===== src/rtl/divider_112_56.sv =====
// Purpose : sequential restoring divider, 2*div_size-bit dividend by div_size-bit divisor.
// Latency : div_size cycles from the accepted en edge to done; divide-by-zero and overflow answer in 1 cycle.
// Backpressure: none; en is accepted only while busy is low, and en while busy is dropped without queueing.
//
// Ports:
//   clk    rising-edge clock
//   rst_n  asynchronous active-low reset; aborts any operation in flight
//   en     start strobe, sampled only while busy=0 (the done cycle included)
//   n      dividend, captured on an accepted en
//   d      divisor, captured on an accepted en
//   q, r   quotient / remainder, held until the next completion or reset
//   busy   high while an iteration is in progress
//   done   one-cycle pulse when q/r/err are valid
//   err    set with done on divide-by-zero or quotient overflow
module divider_112_56 #(
  parameter int div_size = 56
) (
  input  logic                    clk,
  input  logic                    rst_n,
  input  logic                    en,
  input  logic [2*div_size-1:0]   n,
  input  logic [div_size-1:0]     d,
  output logic [div_size-1:0]     q,
  output logic [div_size-1:0]     r,
  output logic                    busy,
  output logic                    done,
  output logic                    err
);

  localparam int cnt_w = $clog2(div_size + 1);

  typedef enum logic {
    IDLE = 1'b0,
    CALC = 1'b1
  } state_t;

  state_t              state_q, state_d;
  // The partial remainder is always strictly below the divisor once the
  // overflow check has passed, so its top bit would always be zero and is
  // not stored; the trial value below carries the extra bit instead.
  logic [div_size-1:0] rem_q,  rem_d;
  // Low dividend bits shift out of the top while quotient bits shift in at
  // the bottom; after div_size steps this register holds the quotient.
  logic [div_size-1:0] low_q,  low_d;
  logic [div_size-1:0] div_q,  div_d;
  logic [cnt_w-1:0]    cnt_q,  cnt_d;
  logic [div_size-1:0] q_q,    q_d;
  logic [div_size-1:0] r_q,    r_d;
  logic                busy_q, busy_d;
  logic                done_q, done_d;
  logic                err_q,  err_d;

  logic [div_size-1:0] n_hi;
  logic [div_size-1:0] n_lo;
  logic [div_size:0]   trial;
  logic                trial_ge;
  logic [div_size-1:0] trial_sub;

  always_comb begin
    n_hi = n[2*div_size-1:div_size];
    n_lo = n[div_size-1:0];

    // Bring down the next dividend bit next to the partial remainder.
    trial    = {rem_q, low_q[div_size-1]};
    trial_ge = (trial >= {1'b0, div_q});
    // When trial >= divisor the difference is below the divisor, so the
    // low div_size bits of the subtraction are the exact result.
    trial_sub = trial[div_size-1:0] - div_q;

    state_d = state_q;
    rem_d   = rem_q;
    low_d   = low_q;
    div_d   = div_q;
    cnt_d   = cnt_q;
    q_d     = q_q;
    r_d     = r_q;
    busy_d  = busy_q;
    done_d  = 1'b0;
    err_d   = err_q;

    unique case (state_q)
      IDLE: begin
        if (en) begin
          err_d = 1'b0;
          div_d = d;
          rem_d = n_hi;
          low_d = n_lo;
          cnt_d = cnt_w'(div_size);
          // A high half >= divisor means the quotient needs more than
          // div_size bits; d==0 falls into the same test and shares the
          // same saturated answer.
          if ((d == '0) || (n_hi >= d)) begin
            q_d    = '1;
            r_d    = n_lo;
            err_d  = 1'b1;
            done_d = 1'b1;
          end else begin
            busy_d  = 1'b1;
            state_d = CALC;
          end
        end
      end

      CALC: begin
        rem_d = trial_ge ? trial_sub : trial[div_size-1:0];
        low_d = {low_q[div_size-2:0], trial_ge};
        cnt_d = cnt_q - cnt_w'(1);
        // Last iteration: publish the freshly computed bit and remainder.
        if (cnt_q == cnt_w'(1)) begin
          q_d     = low_d;
          r_d     = rem_d;
          done_d  = 1'b1;
          busy_d  = 1'b0;
          state_d = IDLE;
        end
      end
    endcase
  end

  always_ff @(posedge clk or negedge rst_n) begin
    if (!rst_n) begin
      state_q <= IDLE;
      rem_q   <= '0;
      low_q   <= '0;
      div_q   <= '0;
      cnt_q   <= '0;
      q_q     <= '0;
      r_q     <= '0;
      busy_q  <= 1'b0;
      done_q  <= 1'b0;
      err_q   <= 1'b0;
    end else begin
      state_q <= state_d;
      rem_q   <= rem_d;
      low_q   <= low_d;
      div_q   <= div_d;
      cnt_q   <= cnt_d;
      q_q     <= q_d;
      r_q     <= r_d;
      busy_q  <= busy_d;
      done_q  <= done_d;
      err_q   <= err_d;
    end
  end

  assign q    = q_q;
  assign r    = r_q;
  assign busy = busy_q;
  assign done = done_q;
  assign err  = err_q;

endmodule


===== config.mk =====
export PLATFORM = sky130hd
export DESIGN_NAME = divider_112_56
export DESIGN_NICKNAME = d
export VERILOG_FILES = /design/src/rtl/divider_112_56.sv
export SDC_FILE = /design/constraint.sdc
export NUM_CORES = 1
export LEC_CHECK = 0
export ABC_AREA = 1
export BUFFER_PORTS_ARGS = -buffer_cell sky130_fd_sc_hd__buf_2
export CAP_MARGIN = 30
export CORE_UTILIZATION = 59
export CTS_CLUSTER_SIZE = 24
export DETAILED_ROUTE_END_ITERATION = 10
export PLACE_DENSITY = 0.82
export SKIP_LAST_GASP = 1
export SLEW_MARGIN = 20
export SYNTH_ARGS = -nofsm -noshare
export SYNTH_HDL_FRONTEND = slang
export SYNTH_SLANG_ARGS = --single-unit

===== constraint.sdc =====
create_clock -name clk -period 2.7 [get_ports clk]
set_clock_uncertainty 0.2 [all_clocks]
set_input_delay 0.135 -clock clk [delete_from_list [all_inputs] [get_ports clk]]
set_output_delay 0.135 -clock clk [all_outputs]
set_load 0.005 [all_outputs]

==> out/results.txt, run 1 <==
Syn Nets - 3284
Starting Density - 0.5972
total track usage - 0.7933
CTS buffer count - 31
Die X - 186.0 µm
clock sink total - 290
post-synthesis cell count - 2998
global route overflow - 136
IO buf count - 285
Root Driver - clkbuf_16
Netlist cell types - 42
sequential-to-total area share from yosys stat - 0.3633
post-GRT worst EP - r[52]$_DFFE_PN0P_/D
I/O pins - 286
DP Cell Count - 3954
hpwl dp - 58.11 mm
largest net degree at the start of global routing - 117
synth warn - 0
worst endpoint type - register data pin
stage where the run ended - 5_1_grt
register bit total from synthesis - 290
Max clock buf depth - 3
status - did not finish
Die H - 186.0 µm
Log Error - [ERROR GRT-0232] Routing congestion too high. Check the congestion heatmap in the GUI.
htree depth - 1
pre-CTS setup slack - -0.6294 ns
row cnt - 67
Avg Cell Area, Syn - 6.662 µm²
cell area after synthesis - 19970 µm²
GPL Wtd Cong - 1.018
[layer usage]
layer  overflow  track usage
met1          3       0.8065
met3          7       0.6832
met5          1       0.5007
met4         55       0.7243
met2         70       0.9227
[kinds of logic after synthesis]
kind of cell / synth area share
XOR/XNOR: 0.01009
AND/OR/NAND/NOR: 0.3459
AO/OA/AOI/OAI: 0.09252
buffers and inverters: 0.1158
flip-flops: 0.3633
adder cells (fa/ha/maj): 0.07241
[cells in the mapped netlist]
master / number / area [µm²]
and2_1: 5 / 31.28
or2_2: 56 / 350.3
a21oi_4: 1 / 16.27
nand4_1: 23 / 143.9
o22ai_1: 3 / 18.77
o21ai_1: 2 / 10.01
fa_1: 1 / 20.02
nand3b_1: 2 / 15.01
clkinv_1: 1 / 3.750
nor2_2: 10 / 62.56
a21o_1: 3 / 22.52
nand2_1: 1005 / 3772
inv_2: 15 / 56.30
dfrtp_1: 290 / 7257
inv_1: 488 / 1832
o221ai_1: 41 / 359.1
buf_1: 7 / 26.28
o31ai_1: 1 / 7.510
clkbuf_1: 60 / 225.2
o21ai_0: 129 / 645.6
buf_6: 3 / 33.78
nor2_1: 300 / 1126
ha_1: 114 / 1426
buf_2: 18 / 90.09
nor3b_1: 1 / 7.510
o211ai_1: 13 / 97.59
o32ai_1: 1 / 8.760
nor3_1: 11 / 55.05
buf_8: 2 / 30.03
and3_1: 1 / 6.260
xor2_1: 23 / 201.4
a21oi_1: 111 / 555.5
nand3_4: 1 / 17.52
nand3_1: 203 / 1016
a21oi_2: 1 / 8.760
nand3_2: 1 / 10.01
buf_4: 2 / 15.01
o21a_1: 2 / 15.01
nand2_2: 22 / 137.6
o21bai_1: 11 / 82.58
nor2_4: 4 / 45.04
nand2_4: 10 / 112.6
[stage by stage]
stage / cell area, µm² / setup TNS [ns] / util
4_1_cts: 27860 / -0.8413 / 0.8331
2_1_floorplan: 19970 / 0 / -
3_3_place_gp: 24080 / -48.70 / 0.7200
3_5_place_dp: 24080 / -62.17 / 0.7200
[timing repair]
item / in CTS
gates resized for setup: 130
hold buffers: 179
gates cloned: 3
setup endpoints to repair: 114
setup buffers: 22
pin swaps: 12
endpoints found under the hold margin: 517
==> inputs of run 2 (changes only) <==
--- a/config.mk
+++ b/config.mk
@@ -8,10 +8,9 @@
 export ABC_AREA = 1
 export BUFFER_PORTS_ARGS = -buffer_cell sky130_fd_sc_hd__buf_2
 export CAP_MARGIN = 30
-export CORE_UTILIZATION = 59
-export CTS_CLUSTER_SIZE = 24
+export CORE_UTILIZATION = 40
 export DETAILED_ROUTE_END_ITERATION = 10
-export PLACE_DENSITY = 0.82
+export PLACE_DENSITY_LB_ADDON = 0.15
 export SKIP_LAST_GASP = 1
 export SLEW_MARGIN = 20
 export SYNTH_ARGS = -nofsm -noshare
==> out/results.txt, run 2 <==
cell area after synthesis - 19970 µm²
Post-Synth Simple-Gate Area - 0.3459
fin crit period - 2.769 ns
part of the power in registers - 0.219
vias per std cell - 5.044
sequential-to-total area share from yosys stat - 0.3633
Synth Flop Type - dfrtp_1
top-count cell post-synth - nand2_1
global route overflow - 0
worst-path maximum fanout - 10
post-synthesis xor/xnor area fraction - 0.01009
register bit total from synthesis - 290
vias in the first global route - 22153
Synth top area share - 0.3633
Peak VDD IR - 562.4 µV
synth warn - 0
GPL Wtd Cong - 0.9675
NetSw - 0.01186 W
core area - 49050 µm²
Least-Margin Pin Slew - 0.6906 ns
Comb pwr share - 0.603
final setup vio count - 102
layout cells sized above 1 - 0.2946
DRC violations left - 0
Clock Latency Late Sink - 0.57 ns
1st-iter DRT viols - 2067
PwrDens - 910.8 nW/µm²
DP Cell Count - 4240
Switching Share - 0.4355
Max Fclk - 361.1 MHz
CTS buffer count - 36
max cap viols - 0
CTS tree - yes
area grow syn2layout - 49.72%
First-pass DRT Iterations - 5
Tot Pwr - 0.02724 W
Synth Area in Compound Gates - 0.09252
area leader, netlist - dfrtp_1
number of antenna violations at the first check in global routing - 4
fin worst setup slack - -0.06897 ns
Final Cycle Share - 1.026
Post-Layout Cell Count - 4520
first-pass GRT wire length - 128.3 mm
hold slack - 0.04663 ns
RSZ-0062 raised after global routing - yes
commonest non-fill, non-tap cell in the layout - nand2_1
post-synthesis cell count - 2998
Met1 Wirelength - 39.25 mm
Crit. End Element - flop
hpwl dp - 64.34 mm
CP Data Required Time - 3.00 ns
Netlist cell types - 42
row cnt - 81
Pins Over Slew Limit - 0
Highest Signal Layer - met5
FF-to-FF path depth - 17
status - finished with violations
worst r2r src - rem_q[18]$_DFFE_PN0P_
Data arrival, critical path - 3.06 ns
final hold vios - 0
commonest cells after routing, fill and taps aside - nand2_1 (916), inv_1 (467), buf_4 (383)
Die X - 225.5 µm
post-DR wirelength/cell - 18.97 µm
pre-CTS setup slack - -0.3319 ns
R2R Setup Slk - -0.07 ns
hold crit path type - in -> async
die area - 50830 µm²
critical path class - reg -> reg
largest family of logic cells by synthesized area - simple AND/OR/NAND/NOR gates
Fillers - 4682
multiplexer share of the synthesized area - 0
Power Internal - 0.01538 W
Max-slew headroom - 0.5396
post-synthesis adder-cell area fraction - 0.07241
Max clock buf depth - 3
clock sink total - 290
routed length on met3 - 6.946 mm
total track usage - 0.3339
post-layout util - 0.6097
clk slew on worst S/H paths - 0.06 ns
largest net degree at the start of global routing - 112
vias after detailed routing - 22797
Synth top cells by count - nand2_1 (1005), inv_1 (488), nor2_1 (300), dfrtp_1 (290), nand3_1 (203)
Synth area leaders - dfrtp_1 (36%), nand2_1 (19%), inv_1 (9.2%)
Avg Cell Area, Syn - 6.662 µm²
Leak Pwr - 15.67 nW
R2R Path End - r[23]$_DFFE_PN0P_
Multi-input gate area - 11820 µm²
Syn Nets - 3284
Routed WL - 85.74 mm
Post-synth EDFFs - 0
Die H - 225.5 µm
Net count, final - 4115
met2 routed WL - 37.33 mm
Root Driver - clkbuf_16
ANT nets after route - 0
FFs w/ async S/R, synth - 1.000
Critical Path Start Type - flop
IO buf count - 285
sequential cell area - 7267 µm²
htree depth - 2
Clk network pwr share - 0.177
failing checks - setup timing
Starting Density - 0.4072
I/O pins - 286
## run 2: through the flow
stage	area (µm²)	TNS, ns
floorplan	19970	0
global placement	25040	-22.14
detailed placement	25040	-20.24
CTS	29110	-0.4978
global route	29900	-19.25
finish	29900	-2.377
## run 2: worst max-delay path: stages (launching register included)
cell	delay, ns
dfrtp_2	0.44
ha_4	0.30
nand2_1	0.08
inv_1	0.08
nand2_1	0.12
nor2_4	0.16
nand2_4	0.08
nor2_4	0.13
nand2_2	0.07
nand3_2	0.08
nor2_4	0.05
nand2_4	0.08
buf_6	0.18
clkbuf_16	0.21
nand3_1	0.16
nand3_1	0.15
nand2_1	0.06
nand2_1	0.05
## run 2: power by group through the flow
| stage | logic [W] | clock network (W) | registers, W |
|---|---|---|---|
| floorplan | 0.00700 | 0 | 0.00576 |
| global placement | 0.0130 | 0 | 0.00584 |
| detailed placement | 0.0131 | 0 | 0.00586 |
| CTS | 0.0150 | 0.00490 | 0.00591 |
| global route | 0.0178 | 0.00504 | 0.00605 |
| finish | 0.0164 | 0.00483 | 0.00597 |
## run 2: repair_timing
action,CTS,global route
resized for setup,173,147
setup buffers,22,13
endpoints found under the setup margin,114,169
pin swaps,38,53
gates cloned,3,6
hold buffers,172,0
endpoints found under the hold margin,515,0
## run 2: worst max path at each step
stage                                     start              endpoint  slack, ns
after floorplan           rem_q[23]$_DFFE_PN0P_     r[25]$_DFFE_PN0P_       0.24
after global placement    rem_q[51]$_DFFE_PN0P_  rem_q[1]$_DFFE_PN0P_      -0.33
after detailed placement  low_q[55]$_DFFE_PN0P_     r[52]$_DFFE_PN0P_      -0.33
after CTS                 rem_q[25]$_DFFE_PN0P_     r[55]$_DFFE_PN0P_      -0.03
after global routing      rem_q[18]$_DFFE_PN0P_     r[37]$_DFFE_PN0P_      -0.21
final                     rem_q[18]$_DFFE_PN0P_     r[23]$_DFFE_PN0P_      -0.07
## run 2: area by class of cell
type,instances,area share
Multi-Input combinational cell,2112,0.3953
Sequential cell,290,0.2430
Timing Repair Buffer,885,0.2319
Inverter,504,0.06343
Clock buffer,51,0.03435
Tap cell,664,0.02778
Clock inverter,11,0.004017
Antenna cell,3,0.0002510
## run 2: kinds of logic (layout without fill, tap and decap cells)
logic type	count (synthesis)	in the layout
flops	290	290
simple gates	1655	1655
compound gates	319	319
other cells	0	3
buf+inv	596	1451
fa+ha+maj	115	115
xor+xnor	23	23
## run 2: routing by layer
metal	global-route usage	up-vias
li1	-	10980
met4	0.09217	2
met3	0.06858	129
met1	0.4747	10846
met2	0.5107	840
met5	0	-
No activity file was read; power rests on OpenSTA's default activity.
